$ cat src/rtl/tank_decoder_seq.sv
// tank_decoder_seq
// Sequenced tank gate decoder. A dual-rail tank address plus a one-cycle
// transfer-in or transfer-out strobe is latched, the block waits for the
// requested minor-cycle slot, opens exactly one tank gate for one word time,
// and then pulses done.
//
// Ports:
//   clk       - block clock
//   rst       - synchronous, active-high reset
//   f_pos     - positive rail of the tank address
//   f_neg     - negative rail of the tank address
//   t_in      - one-cycle write-to-tank strobe
//   t_out     - one-cycle read-from-tank strobe
//   word_idx  - requested minor-cycle slot, sampled with the strobe
//   mc_start  - one-cycle pulse at the start of each minor cycle
//   mj_start  - major-cycle marker, only meaningful together with mc_start
//   abort     - cancels a pending or active transfer
//   tank_in   - one-hot tank in-gates
//   tank_out  - one-hot tank out-gates
//   busy      - a transfer is pending or active
//   done      - one-cycle pulse when a transfer completes
//   addr_err  - one-cycle pulse when a request is rejected
module tank_decoder_seq #(
  parameter int ADDR_BITS = 2,
  parameter int POS_BITS  = 4,
  parameter int WORD_CLKS = 18,
  localparam int NUM_TANKS = 2 ** ADDR_BITS
) (
  input  logic                 clk,
  input  logic                 rst,
  input  logic [ADDR_BITS-1:0] f_pos,
  input  logic [ADDR_BITS-1:0] f_neg,
  input  logic                 t_in,
  input  logic                 t_out,
  input  logic [POS_BITS-1:0]  word_idx,
  input  logic                 mc_start,
  input  logic                 mj_start,
  input  logic                 abort,
  output logic [NUM_TANKS-1:0] tank_in,
  output logic [NUM_TANKS-1:0] tank_out,
  output logic                 busy,
  output logic                 done,
  output logic                 addr_err
);

  // Gate counter is at least one bit wide so WORD_CLKS=1 still elaborates.
  localparam int CNT_BITS = (WORD_CLKS > 1) ? $clog2(WORD_CLKS) : 1;
  localparam logic [CNT_BITS-1:0] CNT_LOAD = CNT_BITS'(WORD_CLKS - 1);

  localparam logic [1:0] ST_IDLE = 2'd0;
  localparam logic [1:0] ST_WAIT = 2'd1;
  localparam logic [1:0] ST_GATE = 2'd2;
  localparam logic [1:0] ST_DONE = 2'd3;

  logic [1:0]           state_r;
  logic [POS_BITS-1:0]  slot_r;
  logic [ADDR_BITS-1:0] tank_r;
  logic                 dir_in_r;
  logic [POS_BITS-1:0]  widx_r;
  logic [CNT_BITS-1:0]  cnt_r;
  logic [NUM_TANKS-1:0] tank_in_r;
  logic [NUM_TANKS-1:0] tank_out_r;
  logic                 busy_r;
  logic                 done_r;
  logic                 addr_err_r;

  logic [POS_BITS-1:0]  next_slot_s;
  logic                 addr_ok_s;
  logic                 idle_like_s;
  logic                 accept_s;
  logic                 reject_s;
  logic                 slot_hit_s;
  logic [NUM_TANKS-1:0] gate_mask_s;

  // One-hot select of a tank number.
  function automatic logic [NUM_TANKS-1:0] tank_onehot(input logic [ADDR_BITS-1:0] sel);
    logic [NUM_TANKS-1:0] mask;
    mask = {NUM_TANKS{1'b0}};
    for (int i = 0; i < NUM_TANKS; i++) begin
      mask[i] = (sel == ADDR_BITS'(i));
    end
    return mask;
  endfunction

  // Request qualification, slot look-ahead and gate select.
  always_comb begin
    next_slot_s = slot_r;
    if (mc_start) begin
      if (mj_start) begin
        next_slot_s = {POS_BITS{1'b0}};
      end else begin
        next_slot_s = slot_r + POS_BITS'(1);
      end
    end else begin
      next_slot_s = slot_r;
    end
    // Dual-rail address is valid only when every rail pair is complementary.
    addr_ok_s   = ((f_pos ^ f_neg) == {ADDR_BITS{1'b1}});
    idle_like_s = (state_r == ST_IDLE) || (state_r == ST_DONE);
    accept_s    = idle_like_s && (t_in ^ t_out) && addr_ok_s;
    reject_s    = idle_like_s && (t_in | t_out) && !((t_in ^ t_out) && addr_ok_s);
    // The match compares against the slot value being entered at this edge.
    slot_hit_s  = mc_start && (next_slot_s == widx_r);
    gate_mask_s = tank_onehot(tank_r);
  end

  // Free-running minor-cycle slot counter.
  always_ff @(posedge clk) begin
    if (rst) begin
      slot_r <= {POS_BITS{1'b0}};
    end else begin
      slot_r <= next_slot_s;
    end
  end

  // Transfer sequencer with registered gate and status outputs.
  always_ff @(posedge clk) begin
    if (rst) begin
      state_r    <= ST_IDLE;
      tank_r     <= {ADDR_BITS{1'b0}};
      dir_in_r   <= 1'b0;
      widx_r     <= {POS_BITS{1'b0}};
      cnt_r      <= {CNT_BITS{1'b0}};
      tank_in_r  <= {NUM_TANKS{1'b0}};
      tank_out_r <= {NUM_TANKS{1'b0}};
      busy_r     <= 1'b0;
      done_r     <= 1'b0;
      addr_err_r <= 1'b0;
    end else begin
      done_r     <= 1'b0;
      addr_err_r <= 1'b0;
      case (state_r)
        ST_IDLE, ST_DONE: begin
          tank_in_r  <= {NUM_TANKS{1'b0}};
          tank_out_r <= {NUM_TANKS{1'b0}};
          if (accept_s) begin
            tank_r   <= f_pos;
            dir_in_r <= t_in;
            widx_r   <= word_idx;
            busy_r   <= 1'b1;
            state_r  <= ST_WAIT;
          end else begin
            addr_err_r <= reject_s;
            busy_r     <= 1'b0;
            state_r    <= ST_IDLE;
          end
        end
        ST_WAIT: begin
          if (abort) begin
            busy_r  <= 1'b0;
            state_r <= ST_IDLE;
          end else if (slot_hit_s) begin
            cnt_r      <= CNT_LOAD;
            tank_in_r  <= dir_in_r ? gate_mask_s : {NUM_TANKS{1'b0}};
            tank_out_r <= dir_in_r ? {NUM_TANKS{1'b0}} : gate_mask_s;
            state_r    <= ST_GATE;
          end else begin
            state_r <= ST_WAIT;
          end
        end
        ST_GATE: begin
          if (abort) begin
            tank_in_r  <= {NUM_TANKS{1'b0}};
            tank_out_r <= {NUM_TANKS{1'b0}};
            busy_r     <= 1'b0;
            state_r    <= ST_IDLE;
          end else if (cnt_r == {CNT_BITS{1'b0}}) begin
            tank_in_r  <= {NUM_TANKS{1'b0}};
            tank_out_r <= {NUM_TANKS{1'b0}};
            busy_r     <= 1'b0;
            done_r     <= 1'b1;
            state_r    <= ST_DONE;
          end else begin
            cnt_r <= cnt_r - CNT_BITS'(1);
          end
        end
        default: begin
          tank_in_r  <= {NUM_TANKS{1'b0}};
          tank_out_r <= {NUM_TANKS{1'b0}};
          busy_r     <= 1'b0;
          state_r    <= ST_IDLE;
        end
      endcase
    end
  end

  assign tank_in  = tank_in_r;
  assign tank_out = tank_out_r;
  assign busy     = busy_r;
  assign done     = done_r;
  assign addr_err = addr_err_r;

endmodule

$ cat config.mk
export PLATFORM = sky130hd
export DESIGN_NAME = tank_decoder_seq
export DESIGN_NICKNAME = d
export VERILOG_FILES = /design/src/rtl/tank_decoder_seq.sv
export SDC_FILE = /design/constraint.sdc
export NUM_CORES = 1
export LEC_CHECK = 0
export CORE_MARGIN = 10
export CORE_UTILIZATION = 62
export CTS_CLUSTER_SIZE = 16
export DETAILED_ROUTE_END_ITERATION = 12
export DONT_BUFFER_PORTS = 1
export MAX_ROUTING_LAYER = met4
export PLACE_DENSITY = 0.84
export RECOVER_POWER = 25
export SLEW_MARGIN = 20
export SYNTH_ARGS = -nofsm -noshare
export SYNTH_HDL_FRONTEND = slang
export SYNTH_SLANG_ARGS = --single-unit
$ cat constraint.sdc
create_clock -name clk -period 2.5 [get_ports clk]
set_input_delay 0.25 -clock clk [delete_from_list [all_inputs] [get_ports clk]]
set_output_delay 0.25 -clock clk [all_outputs]
set_load 0.02 [all_outputs]
Yosys cells after proc, flatten, opt, wreduce, memory -nomap -nowiden
Cells that the tools add are included.
Operators by class
  add/sub/neg operators: 2
  equal/unequal tests: 14
  mux-type cells: 29
  bitwise logic cells: 5
  reduce and logical (&&, ||, !) cells: 19
Operators with widths (number)
  4-bit 2-to-1 mux: 10
  4-bit case mux with 3 select lines: 2
  5-bit 2-to-1 mux: 4
  2-bit equality test (second input constant): 5
  2-bit != test (second input constant): 5
  5-bit case mux with 2 select lines: 1
  2-bit 2-to-1 mux: 4
  1-bit logical AND: 6
  1-bit 2-to-1 mux: 6
  2-bit case mux with 3 select lines: 1
  3-bit OR reduction: 2
  5-bit logical NOT: 1
  5-bit AND reduction: 1
  5-bit by 1-bit subtractor with 5-bit output (second input constant): 1
  4-bit by 1-bit adder with 4-bit output (second input constant): 1
  2-bit by 1-bit equality test with 1-bit output (second input constant): 2
  4-bit equality test: 1
  2-bit logical NOT: 2
  2-bit AND reduction: 2
  3-bit != test (second input constant): 1
  1-bit case mux with 3 select lines: 1
  3-bit AND reduction: 1
  1-bit NOT: 2
  2-bit nonzero test: 1
  other kinds (6): 6
Storage, ports and cells
  register bits: 29
  input port bits: 15
  output and inout bits: 11
  logic and storage cells: 80

Longest topological paths before layout
Gate-level depths: netlist of run 1.
  depth after elaboration: 8
  gate-level depth with buffers: 9
  mapped depth without buffers: 8

Worst setup path before layout of run 1
No wires, ideal clock.
  path kind: register to register
  from: reg slot_r[0]
  to: reg tank_out_r[3], in the netlist tank_out[3]
  library setup time: 0.071 ns
  arrival: 2.073 ns
  data required time: 2.429 ns
  slack: 0.356 ns
  cell stages (with the launch flop): 9
  path buffers: 1
  period minus slack after synthesis: 2.144 ns
  path through: dfxtp_1 ha_1 a21bo_2 a221oi_2 a2bb2oi_4 a31oi_4 buf_6 or3_1 a21oi_1
Between the ends
  longest elaborated chain between the ends: 7
RTL lines
  from (decl): RTL line 56  | logic [POS_BITS-1:0] slot_r;
  from (signal assigned): RTL line 110  | slot_r <= {POS_BITS{1'b0}};
  from (signal assigned): RTL line 112  | slot_r <= next_slot_s;
  4-bit by 1-bit adder with 4-bit output: RTL line 92  | next_slot_s = slot_r + POS_BITS'(1);
  4-bit 2-to-1 mux: RTL line 89  | if (mj_start) begin
  4-bit 2-to-1 mux *: RTL line 88  | if (mc_start) begin
  4-bit equality test *: RTL line 103  | slot_hit_s = mc_start && (next_slot_s == widx_r);
  1-bit logical AND *: RTL line 103
  2-bit != test (no line) *
  3-bit AND reduction (no line) *
  to (signal assigned): RTL line 125  | tank_out_r <= {NUM_TANKS{1'b0}};
  to (signal assigned): RTL line 135  | tank_out_r <= {NUM_TANKS{1'b0}};
  to (signal assigned): RTL line 155  | tank_out_r <= dir_in_r ? {NUM_TANKS{1'b0}} : gate_mask_s;
  to (decl): RTL line 62  | logic [NUM_TANKS-1:0] tank_out_r;
Every way passes the cells marked *; elsewhere a longest branch is shown, timed or not.
A chain may end at the register's enable or synchronous reset.

Worst setup path after layout of run 1
Same ends and word-level chain as after synthesis.

==> results of run 1 <==
-- through the flow --
stage | util (%) | hold slack [ns]
after CTS | 69.2 | 0.0254
after global placement | 66.6 | 0.323
after detailed placement | 66.6 | 0.324
final | 70.8 | 0.0325
after floorplan | - | 0.386
after global routing | 70.8 | 0.0199
-- power by group --
part	switching, mW	internal (mW)
combinational	0.0456	0.0336
clock	0.172	0.106
sequential	0.0128	0.472
-- sequential cells by signal, indices dropped and copies added (netlist names) --
| signal | cells |
|---|---|
| cnt_r | 5 |
| slot_r | 4 |
| tank_in | 4 |
| tank_out | 4 |
| widx_r | 4 |
| state_r | 2 |
| tank_r | 2 |
| addr_err | 1 |
| busy | 1 |
| dir_in_r | 1 |
| done | 1 |
-- cells by family (layout without fill, tap and decap cells) --
family / count (synthesis) / count (layout) / share of synthesized area [%]
buffers and inverters: 22 / 29 / 5.98
flip-flops: 29 / 29 / 35.2
AND/OR/NAND/NOR: 86 / 86 / 28.4
XOR/XNOR: 3 / 3 / 1.59
AO/OA/AOI/OAI: 49 / 49 / 21.1
adder cells (fa/ha/maj): 6 / 6 / 4.55
multiplexers: 5 / 5 / 3.18
-- synthesized netlist by cell type, types with 2 or more instances --
library cell | number | area share, %
a211oi_1 | 2 | 0.91
or4_1 | 4 | 1.8
dfxtp_1 | 29 | 35
or3_1 | 5 | 1.9
ha_1 | 6 | 4.5
nand2_1 | 29 | 6.6
buf_6 | 2 | 1.4
nor4b_1 | 2 | 1.1
or4b_1 | 2 | 1.2
nand2b_1 | 6 | 2.3
mux2i_1 | 3 | 1.8
a31oi_1 | 2 | 0.76
inv_1 | 14 | 3.2
a21oi_1 | 24 | 7.3
xor2_1 | 2 | 1.1
nand3_1 | 5 | 1.5
nor3_1 | 5 | 1.5
nor2_1 | 15 | 3.4
o21ai_0 | 5 | 1.5
clkbuf_1 | 4 | 0.91
mux2_2 | 2 | 1.4
nor3b_1 | 2 | 0.91
nor2b_1 | 2 | 0.76
-- worst register-to-register path, delay by kind of cell, from the launching register on --
family | cells | cell delay, ns
buffers and inverters | 1 | 0.20
adders and majority gates | 1 | 0.23
DFF | 1 | 0.41
and+or+nand+nor | 2 | 0.55
AOI/OAI and AO/OA | 4 | 0.90
-- layer usage --
metal | track usage (%) | part of all wire (%) | up-vias
met5 | - | 0 | -
met4 | 7.10 | 1.9 | 0
met3 | 5.65 | 5.1 | 8
met2 | 25.7 | 51 | 35
met1 | 15.8 | 42 | 685
li1 | - | - | 733
-- path summary, 6_finish.rpt --
check                                       startpoint                        to  slack [ns]  cells past startpoint
worst max-delay path              slot_r[0]$_SDFF_PP0_  tank_out[3]$_SDFFE_PP0P_        0.15                      8
worst max register to register    slot_r[0]$_SDFF_PP0_  tank_out[3]$_SDFFE_PP0P_        0.15                      8
worst min register to register  widx_r[2]$_SDFFE_PP0P_    widx_r[2]$_SDFFE_PP0P_        0.46                      2
worst min-delay path                       word_idx[2]    widx_r[2]$_SDFFE_PP0P_        0.03                      2
-- final cells by class --
| class | count | area [um^2] | area share, % |
|---|---|---|---|
| clock buffer | 5 | 37.5 | 2.12 |
| clock inverter | 3 | 17.5 | 0.990 |
| inverter | 14 | 52.6 | 2.97 |
| multi-input combinational | 149 | 986 | 55.7 |
| sequential | 29 | 583 | 33.0 |
| tap | 30 | 37.5 | 2.12 |
| timing repair buffer | 7 | 55.1 | 3.11 |
-- repair_timing --
| action | 4_1_cts | 5_1_grt |
|---|---|---|
| hold buffers | 1 | 0 |
| resized for setup | 0 | 4 |
| setup endpoints to repair | 0 | 9 |
| endpoints found under the hold margin | 27 | 0 |
| buffers inserted | 0 | 3 |
==> flow_metrics.py, run 1 <==
metrics = {
    "run_status": {
        "status": "finished, final reports clean",
    },
    "critical_path": {
        "cp_num_buf_inv": 1,
        "critPathMaxFanout": 12,
        "cp_cell_sequence": "ha_2 > nand3b_1 > a221oi_4 > a2bb2oi_4 > a31oi_4 > buf_4 > or3_1 > a21oi_1",
        "cp_top_family": "compound AO/OA/AOI/OAI gates",
        "end_kind": "register",
        "slowest_delay_ns": 0.41,
        "cp.arrival_ns": 2.62,
        "start_kind": "register",
        "cpMaxStageDelayCell": "dfxtp_2",
        "cp.required_ns": 2.77,
        "critPathKind": "reg2reg",
    },
    "final_layout": {
        "drive_above_1_share_pct": 13.0,
        "fillCellCount": 201,
        "n_antenna_cell": 0,
        "num-nets-final": 227,
        "final_common_cell": "nand2_1",
        "design_area_um2": 1770,
        "final_cell_mix": "nand2_1 (29), dfxtp_1 (27), a21oi_1 (24)",
        "final_cell_count_no_fill": 237,
        "area_delta_synth_final_pct": 7.12,
    },
    "power_and_ir_drop": {
        "peakVddDrop_mv": 0.357,
        "power.total_uw": 841,
        "leakagePower_nw": 0.628,
        "p_per_area_nw_per_um2": 476,
    },
    "place": {
        "dp.cells": 225,
        "pre_cts_slack_ns": 0.163,
        "place.gp.congestion": 0.842,
        "dp_hpwl_um": 2650,
        "placed_area_um2": 1670,
        "port_buffers": 0,
    },
    "detailed_routing": {
        "post_drt_wl_per_cell_um": 15.8,
        "route.detailed.drc": 0,
        "viasPerCell": 6.16,
        "vias": 1461,
        "drt_iter0_markers": 69,
        "antenna_left": 0,
        "drtPass1Iterations": 4,
        "wirelength_um": 3750,
    },
    "grt": {
        "grtUsageTotal_pct": 15.4,
        "grt_pass1_vias": 1416,
        "grt_max_degree": 28,
        "grt_pass1_wl_um": 6310,
        "antenna_found_initial": 0,
        "overflow": 0,
    },
    "timing": {
        "post-route-min-period_ns": 2.35,
        "max_clock_freq_ghz": 0.426,
        "tns_ns": 0,
        "post-route-period-util_pct": 93.9,
        "rsz0062_at_grt": "false",
        "setup_slack_ns": 0.151,
        "setup_viol_count_final": 0,
        "relSlewSlack_pct": 32.3,
        "timing_worst_slew_pin_value_ns": 1.01,
        "fin_skew_ns": 0.0177,
        "slew_violations": 0,
        "hold_viol_final": 0,
    },
    "clock_network": {
        "cts_root_buffer": "clkbuf_4",
        "cts_tree": "done",
        "clock_latency_ns": 0.34,
        "clockBufferDepth": 2,
        "cts_made_buffers": 5,
        "htreeDepth": 2,
        "clkTransAtPathRegs_ns": 0.11,
        "cts.sinks": 29,
    },
    "synthesis": {
        "ys_ff_latch": 29,
        "postSynthCellCount": 200,
        "synth_edf_count": 0,
        "synth-seq-area-share_pct": 35.2,
        "synth_nets": 221,
        "ys.warnings.count": 0,
        "synth_cell_types": 51,
        "syn_area_um2": 1650,
        "syn_avg_cell_area_um2": 8.26,
        "async_flop_share_pct": 0,
        "synthFlopType": "dfxtp_1",
    },
    "floorplan": {
        "dieHeight_um": 71.6,
        "start_util_pct": 66.1,
        "coreArea_um2": 2500,
        "dieArea_um2": 5130,
        "io-pin-count": 26,
        "fp.dieW_um": 71.6,
        "rows": 18,
    },
    "run": {
        "cap_violations": 0,
    },
    "min_path": {
        "hp-class": "in2reg",
    },
}
Note: power is estimated with default switching activity, not from simulation.
==> run 2: changes to the inputs <==
Settings changed: PLACE_DENSITY 0.84 to 0.87.
==> flow_metrics.py, run 2 (synthesized netlist as in run 1, its figures left out) <==
metrics = {
    "timing": {
        "max_clock_freq_ghz": 0.422,
        "post-route-min-period_ns": 2.37,
        "hold_viol_final": 0,
        "setup_viol_count_final": 0,
        "rsz0062_at_grt": "true",
        "post-route-period-util_pct": 94.8,
        "timing_worst_slew_pin_value_ns": 1.00,
        "fin_skew_ns": 0.00450,
        "relSlewSlack_pct": 32.9,
        "slew_violations": 0,
        "tns_ns": 0,
    },
    "power_and_ir_drop": {
        "leakagePower_nw": 0.601,
        "peakVddDrop_mv": 0.526,
        "p_per_area_nw_per_um2": 481,
    },
    "run_status": {
        "status": "finished, final reports clean",
    },
    "detailed_routing": {
        "wirelength_um": 3800,
        "viasPerCell": 6.14,
        "drtPass1Iterations": 4,
        "vias": 1436,
        "post_drt_wl_per_cell_um": 16.2,
        "route.detailed.drc": 0,
        "drt_iter0_markers": 66,
        "antenna_left": 0,
    },
    "grt": {
        "antenna_found_initial": 0,
        "grt_pass1_wl_um": 6370,
        "overflow": 0,
        "busiest_layer": "met2",
        "met1_usage_pct": 17.0,
        "use_met3_pct": 4.82,
        "grtUsageTotal_pct": 15.7,
        "grtUsageMet2_pct": 25.2,
        "grt_pass1_vias": 1394,
        "grt_max_degree": 28,
    },
    "critical_path": {
        "cp.required_ns": 2.70,
        "critPathKind": "reg2reg",
        "critPathMaxFanout": 9,
        "end_kind": "register",
        "start_kind": "register",
        "cp.arrival_ns": 2.57,
    },
    "floorplan": {
        "rows": 18,
        "coreArea_um2": 2500,
        "start_util_pct": 66.1,
        "dieHeight_um": 71.6,
        "fp.dieW_um": 71.6,
        "dieArea_um2": 5130,
        "io-pin-count": 26,
    },
    "place": {
        "port_buffers": 0,
        "placed_area_um2": 1660,
        "place.gp.congestion": 0.850,
        "dp_hpwl_um": 2710,
    },
    "final_layout": {
        "drive_above_1_share_pct": 10.8,
        "final_cell_mix": "nand2_1 (29), dfxtp_1 (27), a21oi_1 (24)",
        "largest-register": "cnt_r",
        "n_antenna_cell": 0,
        "design_area_um2": 1740,
        "area_delta_synth_final_pct": 5.08,
        "final_common_cell": "nand2_1",
        "num-nets-final": 224,
        "largest_reg_flops": 5,
    },
    "clock_network": {
        "clockBufferDepth": 2,
        "cts_tree": "done",
        "clock_latency_ns": 0.33,
        "htreeDepth": 2,
        "cts_root_buffer": "clkbuf_4",
        "cts.sinks": 29,
        "clkTransAtPathRegs_ns": 0.09,
        "cts_made_buffers": 5,
    },
    "run": {
        "cap_violations": 0,
    },
    "min_path": {
        "hp-class": "in2reg",
    },
}
## run 2: changes by cell type in the layout (fill, tap and decap cells not counted)
cell | previous run | this run
buf_4 | 6 | 3
clkinvlp_4 | 1 | 0
clkinv_2 | 2 | 0
nor4b_2 | 0 | 1
a221oi_4 | 1 | 0
nor4b_1 | 2 | 1
a221oi_2 | 0 | 1
clkbuf_1 | 0 | 3
## run 2: power by group
| part | total (mW) | internal, mW | leakage (nW) | switching [mW] |
|---|---|---|---|---|
| registers | 0.485 | 0.472 | 0.236 | 0.0128 |
| clock network | 0.271 | 0.112 | 0.0265 | 0.159 |
| logic | 0.0792 | 0.0340 | 0.339 | 0.0452 |
| total | 0.835 | 0.618 | 0.601 | 0.217 |
## run 2: metrics by stage
step                setup WS (ns)  total power [mW]  util, %  cells  hold slack (ns)
finish                      0.130             0.835     69.4    234           0.0402
global route              -0.0179             0.870     69.4    234           0.0590
CTS                        0.0574             0.839     68.7    233           0.0367
detailed placement         0.0669             0.564     66.3    224            0.324
global placement            0.250             0.560     66.3    224            0.322
floorplan                   0.356             0.560        -    200            0.386
## run 2: layout make-up
cell class / count / area, um^2
repair buffers: 4 / 32.5
fillers: 205 / 764
inverters: 14 / 52.6
flip-flops and latches: 29 / 583
clock buffers: 8 / 48.8
multi-input cells: 149 / 981
well taps: 30 / 37.5
## run 2: path summary, 6_finish.rpt
kind	end	cells past startpoint	slack [ns]	start
setup / recovery	state_r[0]$_SDFFE_PP0P_	7	0.13	slot_r[0]$_SDFF_PP0_
setup reg to reg	state_r[0]$_SDFFE_PP0P_	7	0.13	slot_r[0]$_SDFF_PP0_
hold / removal	tank_r[1]$_SDFFE_PP0P_	2	0.04	f_pos[1]
hold reg to reg	widx_r[2]$_SDFFE_PP0P_	2	0.47	widx_r[2]$_SDFFE_PP0P_
## run 2: per-layer routing
layer,vias up,part of all wire [%],wire (um)
li1,718,-,-
met1,673,41,1560
met2,36,50,1900
met3,9,7.0,266
met4,0,1.8,70
met5,-,0,0
## run 2: what timing repair did
item / 4_1_cts / 5_1_grt
hold buffers: 1 / 0
endpoints found under the hold margin: 27 / 0
resized for setup: 0 / 4
buffers inserted: 0 / 1
setup endpoints to repair: 0 / 6
## run 2: worst max-delay path, cell delays in order (launching register included)
cell,delay [ns]
dfxtp_2,0.40
ha_2,0.31
and4b_1,0.20
a32oi_1,0.34
a2bb2oi_4,0.13
a21boi_2,0.37
nor3_1,0.08
a2111oi_0,0.41
